[config.mk]
export PLATFORM = sky130hd
export DESIGN_NAME = arm_inst_encoder
export DESIGN_NICKNAME = d
export VERILOG_FILES = /design/src/rtl/arm_inst_encoder.sv
export SDC_FILE = /design/constraint.sdc
export NUM_CORES = 1
export LEC_CHECK = 0
export ABC_AREA = 1
export CORE_ASPECT_RATIO = 1.25
export CORE_MARGIN = 10
export CORE_UTILIZATION = 53
export DETAILED_ROUTE_END_ITERATION = 10
export PLACE_DENSITY = 0.82
export SLEW_MARGIN = 20
export SYNTH_ARGS = -nofsm -noshare
export SYNTH_HDL_FRONTEND = slang
export SYNTH_SLANG_ARGS = --single-unit
[constraint.sdc]
create_clock -name clk -period 2.7 [get_ports clk]
set_input_delay 0.27 -clock clk [delete_from_list [all_inputs] [get_ports clk]]
set_output_delay 0.27 -clock clk [all_outputs]
set_load 0.01 [all_outputs]
[src/rtl/arm_inst_encoder.sv]
// ARM instruction word builder: field bundle in, 32-bit encoding out through a
// two-stage valid/ready pipeline with illegal-request dropping and saturating counters.
module arm_inst_encoder #(
    parameter int CNT_W = 16,
    parameter int ERR_W = 8
) (
    input  logic             clk,
    input  logic             rst_n,
    input  logic             in_valid,
    output logic             in_ready,
    input  logic [1:0]       in_class,
    input  logic [2:0]       in_dtype,
    input  logic [3:0]       in_cond,
    input  logic [3:0]       in_opcode,
    input  logic             in_s,
    input  logic [3:0]       in_rn,
    input  logic [3:0]       in_rd,
    input  logic [11:0]      in_op2,
    input  logic [25:0]      in_raw,
    output logic             out_valid,
    input  logic             out_ready,
    output logic [31:0]      out_inst,
    output logic             err_pulse,
    output logic [CNT_W-1:0] inst_count,
    output logic [ERR_W-1:0] err_count
);

    logic             a_valid_q, a_valid_d;
    logic             a_ill_q, a_ill_d;
    logic [31:0]      a_word_q, a_word_d;
    logic             out_valid_q, out_valid_d;
    logic [31:0]      out_inst_q, out_inst_d;
    logic             err_pulse_q, err_pulse_d;
    logic [CNT_W-1:0] inst_count_q, inst_count_d;
    logic [ERR_W-1:0] err_count_q, err_count_d;

    logic [31:0] enc_word;
    logic        enc_ill;
    logic        b_ready, a_fire, a_adv;

    // Encoding is done at capture so stage A already holds the final word.
    always_comb begin
        enc_ill  = 1'b0;
        enc_word = {in_cond, 2'b11, in_raw};
        case (in_class)
            2'd0: enc_word = {in_cond, 2'b11, in_raw};
            2'd2: enc_word = {in_cond, 2'b01, in_raw};
            2'd3: enc_word = {in_cond, 2'b10, in_raw};
            default: begin
                case (in_dtype)
                    3'd1: enc_word = {in_cond, 2'b00, 1'b1, in_opcode, in_s, in_rn, in_rd, in_op2};
                    3'd2: enc_word = {in_cond, 3'b000, in_opcode, in_s, in_rn, in_rd,
                                      in_op2[11:5], 1'b0, in_op2[3:0]};
                    3'd3: enc_word = {in_cond, 3'b000, in_opcode, in_s, in_rn, in_rd,
                                      in_op2[11:8], 1'b0, in_op2[6:5], 1'b1, in_op2[3:0]};
                    3'd4: enc_word = {in_cond, 6'b000000, in_opcode[0], in_s, in_rn, in_rd,
                                      in_op2[11:8], 4'b1001, in_op2[3:0]};
                    default: enc_ill = 1'b1;
                endcase
            end
        endcase
    end

    always_comb begin
        b_ready  = !out_valid_q || out_ready;
        in_ready = !a_valid_q || b_ready;
        a_fire   = in_valid && in_ready;
        a_adv    = a_valid_q && b_ready;

        a_valid_d = a_fire ? 1'b1 : (a_adv ? 1'b0 : a_valid_q);
        a_word_d  = a_fire ? enc_word : a_word_q;
        a_ill_d   = a_fire ? enc_ill : a_ill_q;

        // An illegal word leaving stage A becomes an empty slot in stage B.
        out_valid_d = b_ready ? (a_valid_q && !a_ill_q) : out_valid_q;
        out_inst_d  = (a_adv && !a_ill_q) ? a_word_q : out_inst_q;
        err_pulse_d = a_adv && a_ill_q;

        inst_count_d = inst_count_q;
        if (out_valid_q && out_ready && inst_count_q != {CNT_W{1'b1}})
            inst_count_d = inst_count_q + CNT_W'(1);
        err_count_d = err_count_q;
        if (a_adv && a_ill_q && err_count_q != {ERR_W{1'b1}})
            err_count_d = err_count_q + ERR_W'(1);
    end

    always_ff @(posedge clk or negedge rst_n) begin
        if (!rst_n) begin
            a_valid_q    <= 1'b0;
            a_ill_q      <= 1'b0;
            a_word_q     <= '0;
            out_valid_q  <= 1'b0;
            out_inst_q   <= '0;
            err_pulse_q  <= 1'b0;
            inst_count_q <= '0;
            err_count_q  <= '0;
        end else begin
            a_valid_q    <= a_valid_d;
            a_ill_q      <= a_ill_d;
            a_word_q     <= a_word_d;
            out_valid_q  <= out_valid_d;
            out_inst_q   <= out_inst_d;
            err_pulse_q  <= err_pulse_d;
            inst_count_q <= inst_count_d;
            err_count_q  <= err_count_d;
        end
    end

    assign out_valid  = out_valid_q;
    assign out_inst   = out_inst_q;
    assign err_pulse  = err_pulse_q;
    assign inst_count = inst_count_q;
    assign err_count  = err_count_q;

endmodule

After elaboration in Yosys (flattened, before gate mapping). Index checks and enable logic that the tools add are counted.

$add $sub $neg: 2. Mux-type cells: 6. Reductions and logical operators: 17. Equal/unequal tests: 8.

Operators by type and width (count): one-hot mux 28 bit (4 select lines) (1); one-hot mux 28 bit (3 select lines) (1); adder 16 x 1 -> 16 bit, second input constant (1); != test 16 bit, second input constant (1); adder 8 x 1 -> 8 bit, second input constant (1); logical AND 1 bit (8); != test 8 bit, second input constant (1); equality test 3 x 2 -> 1 bit, second input constant (2); equality test 2 bit, second input constant (2); two-way mux 1 bit (4); OR reduction 4 bit (1); equality test 3 x 1 -> 1 bit, second input constant (1); equality test 3 bit, second input constant (1); zero test 1 bit (3); OR reduction 3 bit (1); zero test 2 bit (1); logical OR 1 bit (2); nonzero test 2 bit (1).

Word-level logic and storage cells: 41. Output and inout port bits: 59. Register bits: 92.

Depth between registers and ports, before layout.
Depth after elaboration: 5. Gate-level depth with buffers: 10. Gate-level depth less buffers: 9.

Worst setup path after synthesis. OpenSTA, ideal clock, no wires.

Path type: reg2reg. Start point: register inst_count_q[0] (netlist: inst_count[0]). End point: register inst_count_q[5] (netlist: inst_count[5]). Arrival: 1.445 ns. Stages on the path, launching flop included: 11. Required time: 2.583 ns. Setup slack: 1.138 ns. Library setup time: 0.117 ns. Cell sequence: dfrtp_1 -> ha_1 -> inv_1 -> nor2_4 -> nand2_4 -> nor2_2 -> nor2_1 -> buf_6 -> nand2_2 -> nand2_1 -> nand2_1.

Cells in the longest elaborated chain, start to end: 2. Elaborated cells on any way between the ends: 3. Classes of those cells: 1 x add/sub; 1 x eq/ne; 1 x reduce/logical.

Ends and longest elaborated chain: start, declared (line 34) `logic [CNT_W-1:0] inst_count_q, inst_count_d;`; start signal, assigned (line 104) `inst_count_q <= inst_count_d;`; parallel branches: the longest is 2 deep, another holds adder 16 x 1 -> 16 bit.

Several ways; the timed one is not identified. A chain may end at the register's enable or synchronous reset.

Final worst setup path.
Start point: input out_ready. End point: register out_inst_q[27] (netlist: out_inst[27]).

Cells in the longest elaborated chain, start to end: 3.

Ends and longest elaborated chain: start, declared (line 21) `input logic out_ready,`; logical OR 1 bit (line 65) `b_ready = !out_valid_q || out_ready;`; logical AND 1 bit (line 68) `a_adv = a_valid_q && b_ready;`; logical AND 1 bit (line 76) `out_inst_d = (a_adv && !a_ill_q) ? a_word_q : out_inst_q;`; end signal, assigned (line 102) `out_inst_q <= out_inst_d;`; end, declared (line 32) `logic [31:0] out_inst_q, out_inst_d;`.

No other way between the ends.

==> out/qor.yml <==
reg2reg_depth: 5
synth_cell_types: 32
syn_nets: 624
crit_arrival_ns: 2.06
root_buffer: "clkbuf_8"
wl_met1_um: 4610
drc: 0
row_count: 38
cts_tree: "done"
grt_pass1_wl_um: 20100
postRouteAntennaNets: 0
setup_viol: 0
tightest_slew_ns: 0.919
crit_fanout: 31
post-cts-setup-buffers: 0
cts_made_buffers: 9
grt_start_max_net_pins: 76
synthFlopType: "dfrtp_1"
fp.coreArea_mm2: 0.00865
required_ns: 2.90
start_util_pct: 53.9
gp_congestion: 0.855
die_x_um: 104
tns_ns: 0
slew_headroom_pct: 38.7
vias_per_cell: 5.12
nets: 746
cts_hold_buf: 0
drv_cap: 0
ff2ff_setup_slack_ns: 0.86
syn_avg_cell_area_um2: 8.44
crit_end: "out_inst[27]"
syn_to_final_growth_pct: 33.3
period_needed_ns: 1.86
synth-seq-cells: 92
dp_hpwl_um: 9020
wl_met2_um: 6080
r2r_start: "out_valid"
crit_type: "input pin to register"
fillers: 680
clk_latency_ns: 0.36
diodes: 0
ctsResizeCount: 0
crit_path_start_kind: "input pin"
final_util_pct: 71.9
grtUsageTotal_pct: 18.5
wl_met3_um: 984
die_height_um: 125
syn_area_mm2: 0.00467
io_pins: 123
worst_setup_path_end_kind: "register"
hold_path.class: "input pin to async pin"
startpoint: "out_ready"
synthCells: 553
routed_wirelength_um: 11800
wl_per_cell_um: 14.8
cts_max_path_buffers: 2
highest_layer: "met4"
portBuffers: 122
fin_crit_sh_pct: 68.9
r2r-end: "out_inst[27]"
run_status: "finished, final reports clean"
antenna_found_initial: 0
cts_num_sinks: 92
hold_violations: 0
via_count: 4091
htreeDepth: 3
die_area_mm2: 0.0130
skew_ns: 0.0115
synthArstFlopShare_pct: 100
drive_gt1_share_pct: 10.5
power.static_leakage_uw: 0.00283
rsz0062_at_grt: "no"
powerDensity_mw_per_mm2: 805
fmax_mhz: 538
dr.pass1.iters: 4
first_iter_violations: 226
yosys_warnings: 0
p_total_uw: 5000
ys_seq_area_share_pct: 49.3
synth-edff-count: 0
peakVddDrop_v: 0.000408
first_global_vias: 4361
drv_slew: 0
gr-total-overflow: 0
path_clk_slew_ns: 0.08
[layer usage]
metal,GRT usage [%],vias to the layer above
met5,0,-
met4,5.82,0
met3,7.14,13
met2,32.8,142
met1,19.6,1947
li1,-,1989
[through the flow]
step / setup WS [ns] / hold WS, ns / cells / area (um2)
3_5_place_dp: 0.439 / 0.468 / 784 / 5980
5_1_grt: 0.683 / 0.0983 / 799 / 6220
6_report: 0.840 / 0.0330 / 799 / 6220
2_1_floorplan: 1.14 / -0.0256 / 553 / 4670
4_1_cts: 0.821 / 0.0681 / 799 / 6220
3_3_place_gp: 0.490 / 0.469 / 784 / 5980
[how the worst min path moves through the flow]
stage | start | to | depth (start not counted)
after floorplan | rst_n | a_ill_q | 0
after global placement | rst_n | inst_count[9] | 1
after detailed placement | rst_n | inst_count[5] | 1
after CTS | rst_n | inst_count[9] | 1
after global routing | rst_n | inst_count[9] | 1
final | rst_n | inst_count[5] | 1
[cell usage in the layout (no fill, tap or decap), types with 4 or more instances in the layout]
cell type,n
xnor2_1,4
ha_1,7
o21ai_0,22
nor2_1,90
mux2_2,26
buf_4,10
a21oi_1,28
inv_1,57
clkbuf_8,10
nand3_1,31
xor2_1,10
nand2_1,132
clkdlybuf4s50_1,121
nand4_1,4
o21ai_2,6
dfrtp_1,92
[critical path: stages]
cell and delay, ns:
clkdlybuf4s50_1 0.48, inv_1 0.06, nand2_1 0.10, nand3_2 0.59, buf_4 0.42, nand2_1 0.06, o21ai_0 0.07
[report_power, final]
part	switching [uW]	total, uW	internal (uW)
clock	446	1080	635
sequential	328	2110	1790
combinational	799	1810	1010
[registers in the layout, summed over array words and instances, names as in the netlist]
register	cells
a_word_q	32
out_inst	32
inst_count	16
err_count	8
a_ill_q	1
a_valid_q	1
err_pulse	1
out_valid	1
[final cells by class]
type	instances	area, um2	area share (%)
Multi-Input combinational cell	382	2020	32.5
Timing Repair Buffer	131	1290	20.7
Clock inverter	4	97.6	1.57
Sequential cell	92	2300	37.0
Tap cell	120	150	2.41
Clock buffer	11	141	2.27
Inverter	59	221	3.56
[kinds of logic (layout without fill, tap and decap cells)]
family	count (synthesis)	after routing	synth area share [%]
buf+inv	79	205	7.48
simple gates	271	271	24.1
flops	92	92	49.3
compound gates	64	64	8.26
fa+ha+maj	7	7	1.88
mux	26	26	6.28
xor+xnor	14	14	2.63
[synth_stat cells (3+ instances only)]
library cell    n  share of area, %
xor2_1         10               1.9
nor2_1         90               7.2
nand2_1       132                11
nand4_1         4              0.54
o21ai_2         6               1.1
nand3_1        32               3.4
inv_1          57               4.6
a21oi_1        28               3.0
buf_2          12               1.3
mux2_2         26               6.3
buf_6           4              0.97
ha_1            7               1.9
o21ai_0        22               2.4
xnor2_1         4              0.75
dfrtp_1        92                49
nand2_2         3              0.40
Power figures use the tool's default switching activity.
